===== config.mk =====
export PLATFORM = sky130hd
export DESIGN_NAME = scarv_cop_mp_seq
export DESIGN_NICKNAME = d
export VERILOG_FILES = /design/src/rtl/scarv_cop_mp_seq.sv
export SDC_FILE = /design/constraint.sdc
export NUM_CORES = 1
export LEC_CHECK = 0
export CORE_ASPECT_RATIO = 0.5
export CORE_MARGIN = 2
export CORE_UTILIZATION = 30
export DETAILED_ROUTE_END_ITERATION = 7
export PLACE_DENSITY = 0.67
export SLEW_MARGIN = 10
export SYNTH_ARGS = -nofsm -noshare
export SYNTH_HDL_FRONTEND = slang
export SYNTH_SLANG_ARGS = --single-unit

===== constraint.sdc =====
create_clock -name g_clk -period 1.93 [get_ports g_clk]
set_clock_uncertainty 0.2 [all_clocks]
set_input_delay 0.4825 -clock g_clk [delete_from_list [all_inputs] [get_ports g_clk]]
set_output_delay 0.4825 -clock g_clk [all_outputs]
set_load 0.05 [all_outputs]

===== src/rtl/scarv_cop_mp_seq.sv =====
// Multi-precision limb sequencer: turns one N-limb add/sub command into per-limb
// add3.mp / sub3.mp MALU operations over consecutive CPRs, carrying between limbs.
module scarv_cop_mp_seq #(
  parameter logic [3:0] SCLASS_ADD3 = 4'h3,
  parameter logic [3:0] SCLASS_SUB3 = 4'h5
) (
  input  logic        g_clk,
  input  logic        g_resetn,

  input  logic        seq_req,
  output logic        seq_ready,
  input  logic        seq_op,
  input  logic [3:0]  seq_ra,
  input  logic [3:0]  seq_rb,
  input  logic [3:0]  seq_rd,
  input  logic [4:0]  seq_len,
  input  logic        seq_cin,
  output logic        seq_done,
  output logic        seq_cout,

  output logic [3:0]  rf_raddr1,
  output logic [3:0]  rf_raddr2,
  input  logic [31:0] rf_rdata1,
  input  logic [31:0] rf_rdata2,
  output logic        rf_we,
  output logic [3:0]  rf_waddr,
  output logic [31:0] rf_wdata,

  output logic        malu_ivalid,
  output logic [3:0]  malu_subclass,
  output logic [31:0] malu_rs1,
  output logic [31:0] malu_rs2,
  output logic [31:0] malu_rs3,
  input  logic        malu_idone,
  input  logic [3:0]  malu_cpr_rd_ben,
  input  logic [31:0] malu_cpr_rd_wdata
);

  typedef enum logic [1:0] {
    ST_IDLE,
    ST_LOAD,
    ST_EXEC,
    ST_DONE
  } state_e;

  state_e      state_q, state_d;
  logic        op_q, op_d;
  logic [3:0]  ra_q, ra_d;
  logic [3:0]  rb_q, rb_d;
  logic [3:0]  rd_q, rd_d;
  logic [4:0]  len_q, len_d;
  logic        carry_q, carry_d;
  logic [4:0]  idx_q, idx_d;
  logic [31:0] a_q, a_d;
  logic [31:0] b_q, b_d;
  logic [1:0]  wb_cnt_q, wb_cnt_d;

  logic [4:0]  idx_inc;
  logic [3:0]  limb;

  assign idx_inc  = idx_q + 5'd1;
  assign limb     = idx_q[3:0];
  // The carry register only moves during EXEC, so after DONE it holds the result
  // until the next accept reloads it with cin.
  assign seq_cout = carry_q;

  // NOTE: every signal assigned here gets a default first so no latch is inferred.
  always_comb begin
    state_d       = state_q;
    op_d          = op_q;
    ra_d          = ra_q;
    rb_d          = rb_q;
    rd_d          = rd_q;
    len_d         = len_q;
    carry_d       = carry_q;
    idx_d         = idx_q;
    a_d           = a_q;
    b_d           = b_q;
    wb_cnt_d      = wb_cnt_q;

    seq_ready     = 1'b0;
    seq_done      = 1'b0;
    rf_raddr1     = 4'd0;
    rf_raddr2     = 4'd0;
    rf_we         = 1'b0;
    rf_waddr      = 4'd0;
    rf_wdata      = 32'd0;
    malu_ivalid   = 1'b0;
    malu_subclass = 4'd0;
    malu_rs1      = 32'd0;
    malu_rs2      = 32'd0;
    malu_rs3      = 32'd0;

    unique case (state_q)
      ST_IDLE: begin
        seq_ready = 1'b1;
        if (seq_req) begin
          op_d    = seq_op;
          ra_d    = seq_ra;
          rb_d    = seq_rb;
          rd_d    = seq_rd;
          len_d   = seq_len;
          carry_d = seq_cin;
          idx_d   = 5'd0;
          state_d = (seq_len == 5'd0) ? ST_DONE : ST_LOAD;
        end
      end

      ST_LOAD: begin
        // Operands are captured here, before any write of this limb, so rd may alias ra/rb.
        rf_raddr1 = ra_q + limb;
        rf_raddr2 = rb_q + limb;
        a_d       = rf_rdata1;
        b_d       = rf_rdata2;
        wb_cnt_d  = 2'd0;
        state_d   = ST_EXEC;
      end

      ST_EXEC: begin
        malu_ivalid   = 1'b1;
        malu_subclass = op_q ? SCLASS_SUB3 : SCLASS_ADD3;
        malu_rs1      = a_q;
        malu_rs2      = b_q;
        malu_rs3      = {31'd0, carry_q};

        // First written word is the result limb, second is the carry/borrow word.
        if (malu_cpr_rd_ben == 4'hF) begin
          if (wb_cnt_q == 2'd0) begin
            rf_we    = 1'b1;
            rf_waddr = rd_q + limb;
            rf_wdata = malu_cpr_rd_wdata;
            wb_cnt_d = 2'd1;
          end else if (wb_cnt_q == 2'd1) begin
            carry_d  = (malu_cpr_rd_wdata != 32'd0);
            wb_cnt_d = 2'd2;
          end
        end

        if (malu_idone) begin
          idx_d   = idx_inc;
          state_d = (idx_inc < len_q) ? ST_LOAD : ST_DONE;
        end
      end

      ST_DONE: begin
        seq_done = 1'b1;
        state_d  = ST_IDLE;
      end

      default: state_d = ST_IDLE;
    endcase
  end

  // NOTE: sequential state uses non-blocking assignments so all registers update together.
  always_ff @(posedge g_clk) begin
    if (!g_resetn) begin
      state_q  <= ST_IDLE;
      op_q     <= 1'b0;
      ra_q     <= 4'd0;
      rb_q     <= 4'd0;
      rd_q     <= 4'd0;
      len_q    <= 5'd0;
      carry_q  <= 1'b0;
      idx_q    <= 5'd0;
      a_q      <= 32'd0;
      b_q      <= 32'd0;
      wb_cnt_q <= 2'd0;
    end else begin
      state_q  <= state_d;
      op_q     <= op_d;
      ra_q     <= ra_d;
      rb_q     <= rb_d;
      rd_q     <= rd_d;
      len_q    <= len_d;
      carry_q  <= carry_d;
      idx_q    <= idx_d;
      a_q      <= a_d;
      b_q      <= b_d;
      wb_cnt_q <= wb_cnt_d;
    end
  end

endmodule


Word level (Yosys, flattened, before mapping)
Index checks and enable logic that the tools add are counted.
- reductions and logical operators: 11
- muxes and demuxes: 36
- order comparisons: 1
- equal/unequal tests: 11
- $add $sub $neg: 4
- operators with widths (kind ; count):
    2-to-1 mux 32 bit ; 5
    nonzero test 32 bit ; 1
    2-to-1 mux 4 bit ; 5
    2-to-1 mux 2 bit ; 7
    adder 4 bit ; 3
    2-to-1 mux 1 bit ; 11
    2-to-1 mux 5 bit ; 2
    != test 2 bit, second input constant ; 5
    case mux 5 bit (2 select lines) ; 1
    case mux 2 bit (4 select lines) ; 1
    2-to-1 mux 3 bit ; 2
    AND reduction 3 bit ; 2
    adder 5 x 1 -> 5 bit, second input constant ; 1
    logical NOT 5 bit ; 1
    < comparator 5 bit ; 1
    AND reduction 5 bit ; 1
    == test 2 x 1 -> 1 bit, second input constant ; 2
    == test 2 bit, second input constant ; 2
    == test 4 bit, second input constant ; 1
    logical NOT 2 bit ; 2
    case mux 2 bit (2 select lines) ; 1
    AND reduction 2 bit ; 2
    nonzero test 2 bit ; 2
    != test 3 bit, second input constant ; 1
    case mux 1 bit (2 select lines) ; 1
- bits of input ports: 123
- output and inout port bits: 149
- flip-flop bits (word level): 92

Depth between registers and ports, before layout
- depth in word-level cells: 5
- depth in mapped cells: 8
- depth with buffers taken out: 8

Worst setup path after synthesis
OpenSTA, ideal clock, no wires.
- path kind: reg-to-output
- start: register idx_q[0]
- end: output rf_waddr[2]
- slack: -1.272 ns
- stages on the path, launching flop included: 5
- arrival: 2.519 ns
- cells stage by stage: dfxtp_1 ha_1 fa_1 xnor2_1 nor4_1
- word-level cells in the longest chain between the ends: 4
- ends and longest elaborated chain (what ; line ; text):
    start: declaration ; 53 ; logic [4:0] idx_q, idx_d;
    start signal: assignment ; 176 ; idx_q <= idx_d;
    adder 4 bit ; 130 ; rf_waddr = rd_q + limb;
    2-to-1 mux 4 bit ; 128 ; if (wb_cnt_q == 2'd0) begin
    2-to-1 mux 4 bit ; 127 ; if (malu_cpr_rd_ben == 4'hF) begin
    2-to-1 mux 4 bit ; 94 ; unique case (state_q)
    end: declaration ; 26 ; output logic [3:0] rf_waddr,
Every way passes these cells.

Worst setup path in the final report
- start: input malu_cpr_rd_ben[2]
- end: output rf_wdata[3]
- word-level cells in the longest chain between the ends: 3
- ends and longest elaborated chain (what ; line ; text):
    start: declaration ; 35 ; input logic [3:0] malu_cpr_rd_ben,
    == test 4 bit ; 127 ;
    2-to-1 mux 32 bit ; 127 ;
    2-to-1 mux 32 bit ; 94 ;
    end: declaration ; 27 ; output logic [31:0] rf_wdata,
Every way passes these cells.

==> flow_metrics.env <==
export IMPL_ys_ff_latch=92
export IMPL_via_per_inst=4.78
export IMPL_ys_flop_type="dfxtp_1"
export IMPL_fin_cells=1148
export IMPL_via_count=5489
export IMPL_dp_worst_setup_slack_ns=-0.786
export IMPL_grt_pass1_wl_um=31400
export IMPL_ir_drop_mv=0.413
export IMPL_tritoncts="built"
export IMPL_syn_avg_cell_area_sq_um=7.61
export IMPL_dpl_cell_count=1087
export IMPL_synth_edff_count=0
export IMPL_fin_ws_ns=-0.590
export IMPL_place_area_sq_mm=0.00820
export IMPL_clockBufferDepth=2
export IMPL_antenna_found_initial=0
export IMPL_die_w_um=184
export IMPL_yosysWarnings=0
export IMPL_rows=32
export IMPL_power_per_cell_area_mw_per_mm2=513
export IMPL_n_fill_cell=1145
export IMPL_final_common_cell="nand2_1"
export IMPL_synth_area_sq_mm=0.00484
export IMPL_cts_root_buffer="clkbuf_16"
export IMPL_hold_class="reg -> reg"
export IMPL_wire_per_inst_um=17.9
export IMPL_final_cell_mix="165 x nand2_1, 118 x clkdlybuf4s50_1, 104 x and2_4"
export IMPL_grt_pass1_vias=5836
export IMPL_hold_ws_ns=0.254
export IMPL_portBuffers=239
export IMPL_final_core_utilization_pct=64.8
export IMPL_cts_inserted_buffers=9
export IMPL_tns_ns=-48.91
export IMPL_drc=0
export IMPL_diodes=0
export IMPL_clock_sinks=92
export IMPL_grt_overflow=0
export IMPL_regArea_sq_mm=0.00186
export IMPL_violations="negative setup slack"
export IMPL_critPathLaunchType="input port"
export IMPL_p_leak_nw=4.09
export IMPL_gp_congestion=0.786
export IMPL_initial_utilization_pct=31.1
export IMPL_total_power_mw=5.18
export IMPL_nNetsFinal=1079
export IMPL_hold_viol_final=0
export IMPL_syn_inst=636
export IMPL_syn_to_final_growth_pct=109
export IMPL_die_h_um=93.8
export IMPL_grt_max_degree=65
export IMPL_yosysSeqAreaShare_pct=38.0
export IMPL_core_region_area_sq_mm=0.0156
export IMPL_fmax_ghz=0.397
export IMPL_setup_violations_final=117
export IMPL_worstPathMaxFanout=5
export IMPL_criticalPathCategory="in -> out"
export IMPL_drv_slew=0
export IMPL_finalCritPeriodShare_pct=131
export IMPL_antenna_left=0
export IMPL_grtUsageTotal_pct=23.7
export IMPL_critPathRequiredTime_ns=1.25
export IMPL_rsz0062_at_grt="yes"
export IMPL_synth_async_reset_ratio_pct=0
export IMPL_fin_area_sq_mm=0.0101
export IMPL_ys_types=40
export IMPL_outcome="finished with violations"
export IMPL_drive_above_1_share_pct=42.7
export IMPL_hpwl_um=12700
export IMPL_path_clk_slew_ns=0.07
export IMPL_crit_arrival_ns=1.84
export IMPL_htreeDepth=3
export IMPL_multi_input_area_sq_mm=0.00323
export IMPL_cp_end_kind="output port"
export IMPL_wl_um=20600
export IMPL_first_pass_iters=5
export IMPL_drt_iter0_drc=215
export IMPL_ios=272
export IMPL_cap_violations=0
export IMPL_dieArea_sq_mm=0.0172
export IMPL_period_needed_ns=2.52
export IMPL_clk_latency_ns=0.33
## synth_stat cells, types with 4 or more instances
cell | number | area, sq um
xnor2_1 | 8 | 70.1
nor2_1 | 17 | 63.8
buf_2 | 10 | 50.1
a21oi_1 | 91 | 455
dfxtp_1 | 92 | 1840
nand2_1 | 167 | 627
inv_1 | 13 | 48.8
clkbuf_1 | 21 | 78.8
ha_1 | 14 | 175
nor4_1 | 12 | 75.1
nand3_1 | 4 | 20.0
xor2_1 | 4 | 35.0
buf_4 | 39 | 293
and2_1 | 105 | 657
## worst paths after layout
check,cells after the start,from,end,slack (ns)
setup reg to reg,10,idx_q[0],state_q[1],-0.24
setup / recovery,9,malu_cpr_rd_ben[2],rf_wdata[3],-0.59
hold / removal,2,a_q[3],a_q[3],0.25
hold reg to reg,2,a_q[3],a_q[3],0.25
## state kept, by name, summed over array words and instances, names as in the netlist
name / flops
wb_cnt_q: 2
seq_cout: 1
a_q: 32
rb_q: 4
len_q: 5
ra_q: 4
rd_q: 4
idx_q: 5
op_q: 1
state_q: 2
b_q: 32
## cell type report
cell class	instances	area share [%]
Clock buffer	11	2.30
Clock inverter	5	0.533
Inverter	14	0.644
Multi-Input combinational cell	488	32.0
Sequential cell	92	18.4
Tap cell	204	2.53
Timing Repair Buffer	334	43.6
## routing by layer
metal | GRT usage (%) | part of all wire, %
met1 | 27.2 | 40
met2 | 44.5 | 52
met3 | 4.30 | 4.7
met4 | 8.47 | 3.2
met5 | 0.308 | 0
## power by group
part / internal (mW) / switching (mW)
clock: 1.00 / 0.739
sequential: 2.00 / 0.0679
combinational: 0.653 / 0.713
total: 3.66 / 1.52
## critical path: stages
cell,delay [ns]
buf_6,0.06
nand4_1,0.14
or2_4,0.28
nor3_4,0.21
buf_6,0.15
buf_6,0.11
buf_12,0.10
and2_4,0.16
buf_12,0.13
## cell families after synthesis
kind of cell             share of synthesized area (%)
flip-flops                                        38.0
multiplexers                                     0.207
XOR/XNOR                                          2.17
other                                           0.0775
buffers and inverters                             10.5
AO/OA/AOI/OAI                                     11.8
adder cells (fa/ha/maj)                           4.86
AND/OR/NAND/NOR                                   32.4
## what timing repair did
item                                    in CTS  in global routing
endpoints found under the setup margin     116                120
hold buffers                                 0                  0
pin swaps                                   84                 26
buffers inserted                            44                  9
cloned                                      15                  1
resized for setup                          298                 45
Power figures use the tool's default switching activity.
